## src/rtl/manycore_dram_addr_hash.sv

```systemverilog
`default_nettype none
//============================================================================
// Module      : manycore_dram_addr_hash
// Description : Registered DRAM EVA -> NPA hash for the manycore mesh.
//               Stripes DRAM across all vcaches at cache-line granularity,
//               alternating north/south pods and walking from the inner
//               vcache layer outward. One cycle of latency, no backpressure.
// Option      : define MANYCORE_DRAM_HASH_CHECK_EN to compile simulation-only
//               checks (non-DRAM EVA, x cord width consistency).
// Revision    : 1.0 - initial release
//============================================================================
module manycore_dram_addr_hash #(
  parameter int data_width_p                 = 32,
  parameter int addr_width_p                 = 28,
  parameter int x_cord_width_p               = 7,
  parameter int y_cord_width_p               = 7,
  parameter int pod_x_cord_width_p           = 3,
  parameter int pod_y_cord_width_p           = 4,
  parameter int x_subcord_width_p            = 4,
  parameter int y_subcord_width_p            = 3,
  parameter int num_vcache_rows_p            = 1,
  parameter int vcache_block_size_in_words_p = 8
) (
  input  logic                          clk_i,
  input  logic                          reset_n_i,
  input  logic                          v_i,
  input  logic [data_width_p-1:0]       eva_i,
  input  logic [pod_x_cord_width_p-1:0] pod_x_i,
  input  logic [pod_y_cord_width_p-1:0] pod_y_i,
  output logic                          v_o,
  output logic [x_cord_width_p-1:0]     x_cord_o,
  output logic [y_cord_width_p-1:0]     y_cord_o,
  output logic [addr_width_p-1:0]       epa_o
);

  // Word-offset width inside a line; a one-word line still keeps one bit.
  localparam int c_w = (vcache_block_size_in_words_p > 1) ?
                       $clog2(vcache_block_size_in_words_p) : 1;
  // Row-select width: north/south times the number of vcache layers.
  localparam int c_r          = $clog2(2 * num_vcache_rows_p);
  // Block index spans eva[30 : 2+W]; bit 31 (DRAM marker) is not hashed.
  localparam int c_bw         = data_width_p - 3 - c_w;
  localparam int c_bank_w     = x_subcord_width_p + c_r;
  localparam int c_epa_full_w = c_bw - c_bank_w + c_w;

  logic [c_bw-1:0]               block;
  logic [c_bank_w-1:0]           bank;
  logic [x_subcord_width_p-1:0]  x_sub;
  logic [c_r-1:0]                row;
  logic [y_subcord_width_p-1:0]  layer;
  logic [y_subcord_width_p-1:0]  y_sub;
  logic [pod_y_cord_width_p-1:0] y_pod;
  logic [c_epa_full_w-1:0]       epa_full;
  logic [addr_width_p-1:0]       epa_fit;
  logic                          unused_bits;

  assign block    = eva_i[data_width_p-2 : 2+c_w];
  assign bank     = block[c_bank_w-1:0];
  assign x_sub    = bank[x_subcord_width_p-1:0];
  assign row      = bank[x_subcord_width_p +: c_r];
  assign layer    = y_subcord_width_p'(row >> 1);

  // Even rows go to the north pod (inner layer sits at the bottom, nearest
  // the tiles); odd rows go to the south pod (inner layer at the top).
  assign y_pod    = row[0] ? (pod_y_i + pod_y_cord_width_p'(1))
                           : (pod_y_i - pod_y_cord_width_p'(1));
  assign y_sub    = row[0] ? layer
                           : (y_subcord_width_p'(num_vcache_rows_p - 1) - layer);

  // Line address within the owning vcache, then the word within the line.
  assign epa_full = {block[c_bw-1:c_bank_w], eva_i[2 +: c_w]};

  if (c_epa_full_w >= addr_width_p) begin : g_epa_trunc
    assign epa_fit = epa_full[addr_width_p-1:0];
  end else begin : g_epa_ext
    assign epa_fit = {{(addr_width_p-c_epa_full_w){1'b0}}, epa_full};
  end

  // Byte offset and the DRAM marker bit are intentionally dropped.
  assign unused_bits = ^{eva_i[data_width_p-1], eva_i[1:0], epa_full};

  logic                      v_d,      v_q;
  logic [x_cord_width_p-1:0] x_cord_d, x_cord_q;
  logic [y_cord_width_p-1:0] y_cord_d, y_cord_q;
  logic [addr_width_p-1:0]   epa_d,    epa_q;

  // Next-state: valid follows v_i; the address fields load only on valid.
  always_comb begin
    v_d      = v_i;
    x_cord_d = x_cord_q;
    y_cord_d = y_cord_q;
    epa_d    = epa_q;
    if (v_i) begin
      x_cord_d = {pod_x_i, x_sub};
      y_cord_d = {y_pod, y_sub};
      epa_d    = epa_fit;
    end
  end

  // Output registers with synchronous active-low reset overriding v_i.
  always_ff @(posedge clk_i) begin
    if (!reset_n_i) begin
      v_q      <= 1'b0;
      x_cord_q <= '0;
      y_cord_q <= '0;
      epa_q    <= '0;
    end else begin
      v_q      <= v_d;
      x_cord_q <= x_cord_d;
      y_cord_q <= y_cord_d;
      epa_q    <= epa_d;
    end
  end

  assign v_o      = v_q;
  assign x_cord_o = x_cord_q;
  assign y_cord_o = y_cord_q;
  assign epa_o    = epa_q;

`ifdef MANYCORE_DRAM_HASH_CHECK_EN
  // Flag non-DRAM addresses; they are still hashed as DRAM.
  always @(posedge clk_i) begin
    if (reset_n_i && v_i && !eva_i[data_width_p-1])
      $error("%0t: non-DRAM EVA hashed: eva_i=%h", $time, eva_i);
  end

  // Global x cord must be exactly pod x plus tile x subcord.
  always @(posedge clk_i) begin
    if (x_cord_width_p != pod_x_cord_width_p + x_subcord_width_p)
      $error("x_cord_width_p (%0d) != pod_x_cord_width_p + x_subcord_width_p (%0d)",
             x_cord_width_p, pod_x_cord_width_p + x_subcord_width_p);
  end
`else
`endif

endmodule
`default_nettype wire

```

## config.mk

```make
export PLATFORM = sky130hd
export DESIGN_NAME = manycore_dram_addr_hash
export DESIGN_NICKNAME = d
export VERILOG_FILES = /design/src/rtl/manycore_dram_addr_hash.sv
export SDC_FILE = /design/constraint.sdc
export NUM_CORES = 1
export LEC_CHECK = 0
export ABC_AREA = 1
export CAP_MARGIN = 20
export CORE_UTILIZATION = 35
export DETAILED_ROUTE_END_ITERATION = 10
export GPL_TIMING_DRIVEN = 0
export MAX_ROUTING_LAYER = met4
export PLACE_DENSITY = 0.76
export SETUP_SLACK_MARGIN = 0.05
export SLEW_MARGIN = 20
export SYNTH_ARGS = -nofsm -noshare
export SYNTH_HDL_FRONTEND = slang
export SYNTH_SLANG_ARGS = --single-unit
export TNS_END_PERCENT = 100
```

## constraint.sdc

```tcl
create_clock -name clk_i -period 1.09 [get_ports clk_i]
set_input_delay 0.218 -clock clk_i [delete_from_list [all_inputs] [get_ports clk_i]]
set_output_delay 0.218 -clock clk_i [all_outputs]
set_load 0.02 [all_outputs]
```

# Word level (Yosys, flattened, before mapping)

Cells that the tools add are included.
W data, S select, Z words.

Logic and storage cells: 7
Output and inout bits: 43
Register bits: 36

Add/sub/neg operators: 2
Muxes and demuxes: 1

Operators with widths:

| operator              | number |
|---|---|
| $add A4 B1 Y4 const B | 1 |
| $mux W4               | 1 |
| $sub A4 B1 Y4 const B | 1 |

# Longest topological paths before layout

Word-level depth: 2
Mapped depth: 9

# Worst setup path after synthesis

No wires, ideal clock.

Kind: in2reg
From: input port eva_i[9]
To: register y_cord_q[6] (netlist: y_cord_o[6])
Setup slack: -73 ps
Required time: 981 ps
Stages on the path: 7
Arrival time: 1,055 ps
Buffers on the path: 0
Path through: inv_1 > ha_1 > or2_1 > nand3_1 > nand3_1 > nand2_1 > inv_1

Word-level cells in the longest chain between the ends: 1

Ends and longest elaborated chain:

| what                   | line | text |
|---|---|---|
| start: declaration     | 27   | `input logic [data_width_p-1:0] eva_i,` |
| $mux W4                | 65   | `assign y_pod = row[0] ? (pod_y_i + pod_y_cord_width_p'(1))` |
| end signal: assignment | 110  | `y_cord_q <= y_cord_d;` |
| end: declaration       | 84   | `logic [y_cord_width_p-1:0] y_cord_d, y_cord_q;` |

Every way passes these cells.
A chain may end at the register's enable or synchronous reset.

# Worst setup path in the final report

From: register x_cord_q[6] (netlist: x_cord_o[6])
To: output port x_cord_o[6]

RTL lines:

| what                     | line | text |
|---|---|---|
| start: declaration       | 83   | `logic [x_cord_width_p-1:0] x_cord_d, x_cord_q;` |
| start signal: assignment | 109  | `x_cord_q <= x_cord_d;` |
| end: declaration         | 31   | `output logic [x_cord_width_p-1:0] x_cord_o,` |

No word-level cell between the ends.

==> run summary <==
Final Net Count = 312
post-synthesis mux area share = 0%
DRT iter0 DRCs = 62
Avg Cell Area, Syn = 8.58 um^2
ys flop type = dfxtp_1
antenna diode count = 0
fmax = 996 MHz
Initial Util = 37.7%
core box area = 0.00412 mm^2
unrepaired setup endpoints after global routing = true
Yosys Warn Count = 0
crit path cell chain = buf_2
Worst setup SP type = register
Cells after Synth = 181
Die W = 68.6 um
Setup Skew = 0 ns
Synth Area in Compound Gates = 11.8%
vias in the first global route = 1204
Comb power frac = 20.7%
Internal = 2560 uW
most frequent cells in the layout = dfxtp_1, nor2_1, clkdlybuf4s50_1
Pre-Repair DR Iteration Count = 4
drt drc = 0
worst path bufs/invs = 1
R2R Path End = y_cord_o[5]
leakage power = 0.00111 uW
DP Wirelength = 2.49 mm
Vias = 1378
total of max-cap violations = 0
Data required, critical path = 0.87 ns
CTS tree = built
switching power = 878 uW
Pwr Density = 1460 mW/mm^2
crit path kind = register to output port
WL per Instance = 11.0 um
clock-pin slew on the worst setup and hold paths = 0.07 ns
Rows = 23
hold path depth = 3
Final ANT Viol Nets = 0
status = finished, final reports clean
post-synthesis async set-or-reset flop share = 0%
Synth Area in Adders = 2.90%
WL final = 3.50 mm
Max stage delay on crit path = 0.34 ns
clk sink count = 36
GPL Wtd Cong = 0.786
CP arrival = 0.79 ns
die height = 68.6 um
layout cell share with drive strength beyond 1 = 37.7%
GRT Util Overall = 16.1%
sequential area share after synthesis = 46.4%
H-tree Lvls = 2
Worst R2R Path Depth = 3
Max Buffers Root-to-Sink = 2
pre-CTS setup slack = -0.513 ns
slowest CP cell = dfxtp_1
R2R setup slack = 0.40 ns
Flop pwr share = 42.3%
PnR worst setup slack = 0.0863 ns
switch share = 25.5%
Period Utilization, post-route = 92.1%
Hold Crit Endpoint = v_o
CP max FO = 2
largest delay contributor family on the critical path = flip-flops
Num CTS Buffers = 5
Simple-Gate Fraction of Synth Area = 24.7%
global-route wire length before repair = 5.38 mm
area delta synth->final = 51.7%
IO Count = 85
maximum vdd drop = 805 uV
GRT overflow = 0
Die Area = 0.00471 mm^2
most common cell after layout, fill and taps aside = dfxtp_1
Root Driver = clkbuf_8
hold path start = reset_n_i
main combinational cell family by area after synthesis = simple AND/OR/NAND/NOR gates
Avg Vias per Cell = 4.33
initial antenna violation count = 0
count of cell types in the netlist = 22
# setup viols final = 0
largest net degree at the start of global routing = 12
min-delay worst type = input pin to register
FF+latch count, synth = 36
Mapped Area = 0.00155 mm^2
port buffer count = 72
count of flip-flops with a built-in enable after synthesis = 0
clock share of power = 37.0%
hold slack final = 0.225 ns
fin crit period = 1.00 ns
Clock Latency Late Sink = 0.28 ns
max-slew violation count = 0
CP Capture Type = output port
reg-to-reg startpoint = y_cord_o[5]
Synth Area in XOR/XNOR = 0.564%
Hold Fails Final Rpt = 0
-- Yosys cell counts, types with 2 or more instances --
cell type / n / area share [%]
nand3_1: 2 / 0.64
o21ai_0: 24 / 7.7
dfxtp_1: 36 / 46
buf_12: 3 / 3.9
inv_1: 6 / 1.5
ha_1: 2 / 1.6
buf_2: 3 / 0.97
nor2_2: 30 / 12
o21ai_1: 10 / 3.2
nand2_1: 11 / 2.7
nor2_1: 34 / 8.2
buf_6: 3 / 2.2
buf_4: 8 / 3.9
-- power groups by stage --
stage	registers [uW]	clock network [uW]	logic, uW
after floorplan	1600	0	290
after detailed placement	1480	0	783
after CTS	1450	1300	699
after global routing	1460	1370	778
final	1450	1270	712
after global placement	1480	0	776
-- layer usage --
layer  share of wire, %  vias to the layer above  track usage [%]
met4               0.83                        0             5.47
met5                  0                        -                -
met2                 45                       54             25.7
met1                 44                      596             18.6
li1                   -                      724                -
met3                9.9                        4             5.92
-- cell type report --
class                      count  area (um^2)
buffer                        18          174
inverter                       7         33.8
timing repair buffer          73          572
tap                           50         62.6
clock inverter                 1         30.0
sequential                    36          721
fill                         401         1760
clock buffer                   7         96.3
multi-input combinational    126          667
-- worst max path at each step --
stage	slack [ns]	startpoint	cells past startpoint	endpoint
after detailed placement	-0.51	eva_i[9]	6	y_cord_o[5]
after floorplan	0.04	eva_i[9]	7	y_cord_o[6]
after global placement	-0.50	eva_i[9]	8	y_cord_o[6]
after global routing	0.05	pod_y_i[1]	9	y_cord_o[6]
final	0.09	x_cord_o[6]	1	x_cord_o[6]
after CTS	0.05	eva_i[9]	8	y_cord_o[6]
-- metrics by stage --
step | cell area, um^2 | std cells | TNS, ns | power (uW) | utilization, %
after floorplan | 1590 | 187 | 0 | 1890 | -
after global placement | 2370 | 309 | -2.72 | 2260 | 57.7
after detailed placement | 2370 | 309 | -2.85 | 2270 | 57.7
after CTS | 2320 | 318 | 0 | 3450 | 56.5
after global routing | 2360 | 318 | 0 | 3610 | 57.3
final | 2360 | 318 | 0 | 3440 | 57.3
-- tightest hold or removal path, cell delays in order --
cell and delay (ns):
buf_4 0.13, nand2_1 0.08, inv_1 0.05
-- logic make-up after synthesis --
| logic type | after synthesis |
|---|---|
| AND/OR/NAND/NOR | 79 |
| AO/OA/AOI/OAI | 36 |
| flip-flops | 36 |
| buffers and inverters | 25 |
| adder cells (fa/ha/maj) | 3 |
| XOR/XNOR | 1 |
| other | 1 |
-- timing repair --
action / 4_1_cts / 5_1_grt
setup endpoints to repair: 39 / 15
endpoints found under the hold margin: 0 / 0
resized for setup: 149 / 16
hold buffers: 0 / 0
buffers inserted: 1 / 0
cloned: 0 / 0
pin swaps: 3 / 0
-- sequential cells by signal, indices dropped and copies added (netlist names) --
register  cells
epa_o        24
x_cord_o      7
y_cord_o      4
v_o           1
No activity file was read; power rests on OpenSTA's default activity.
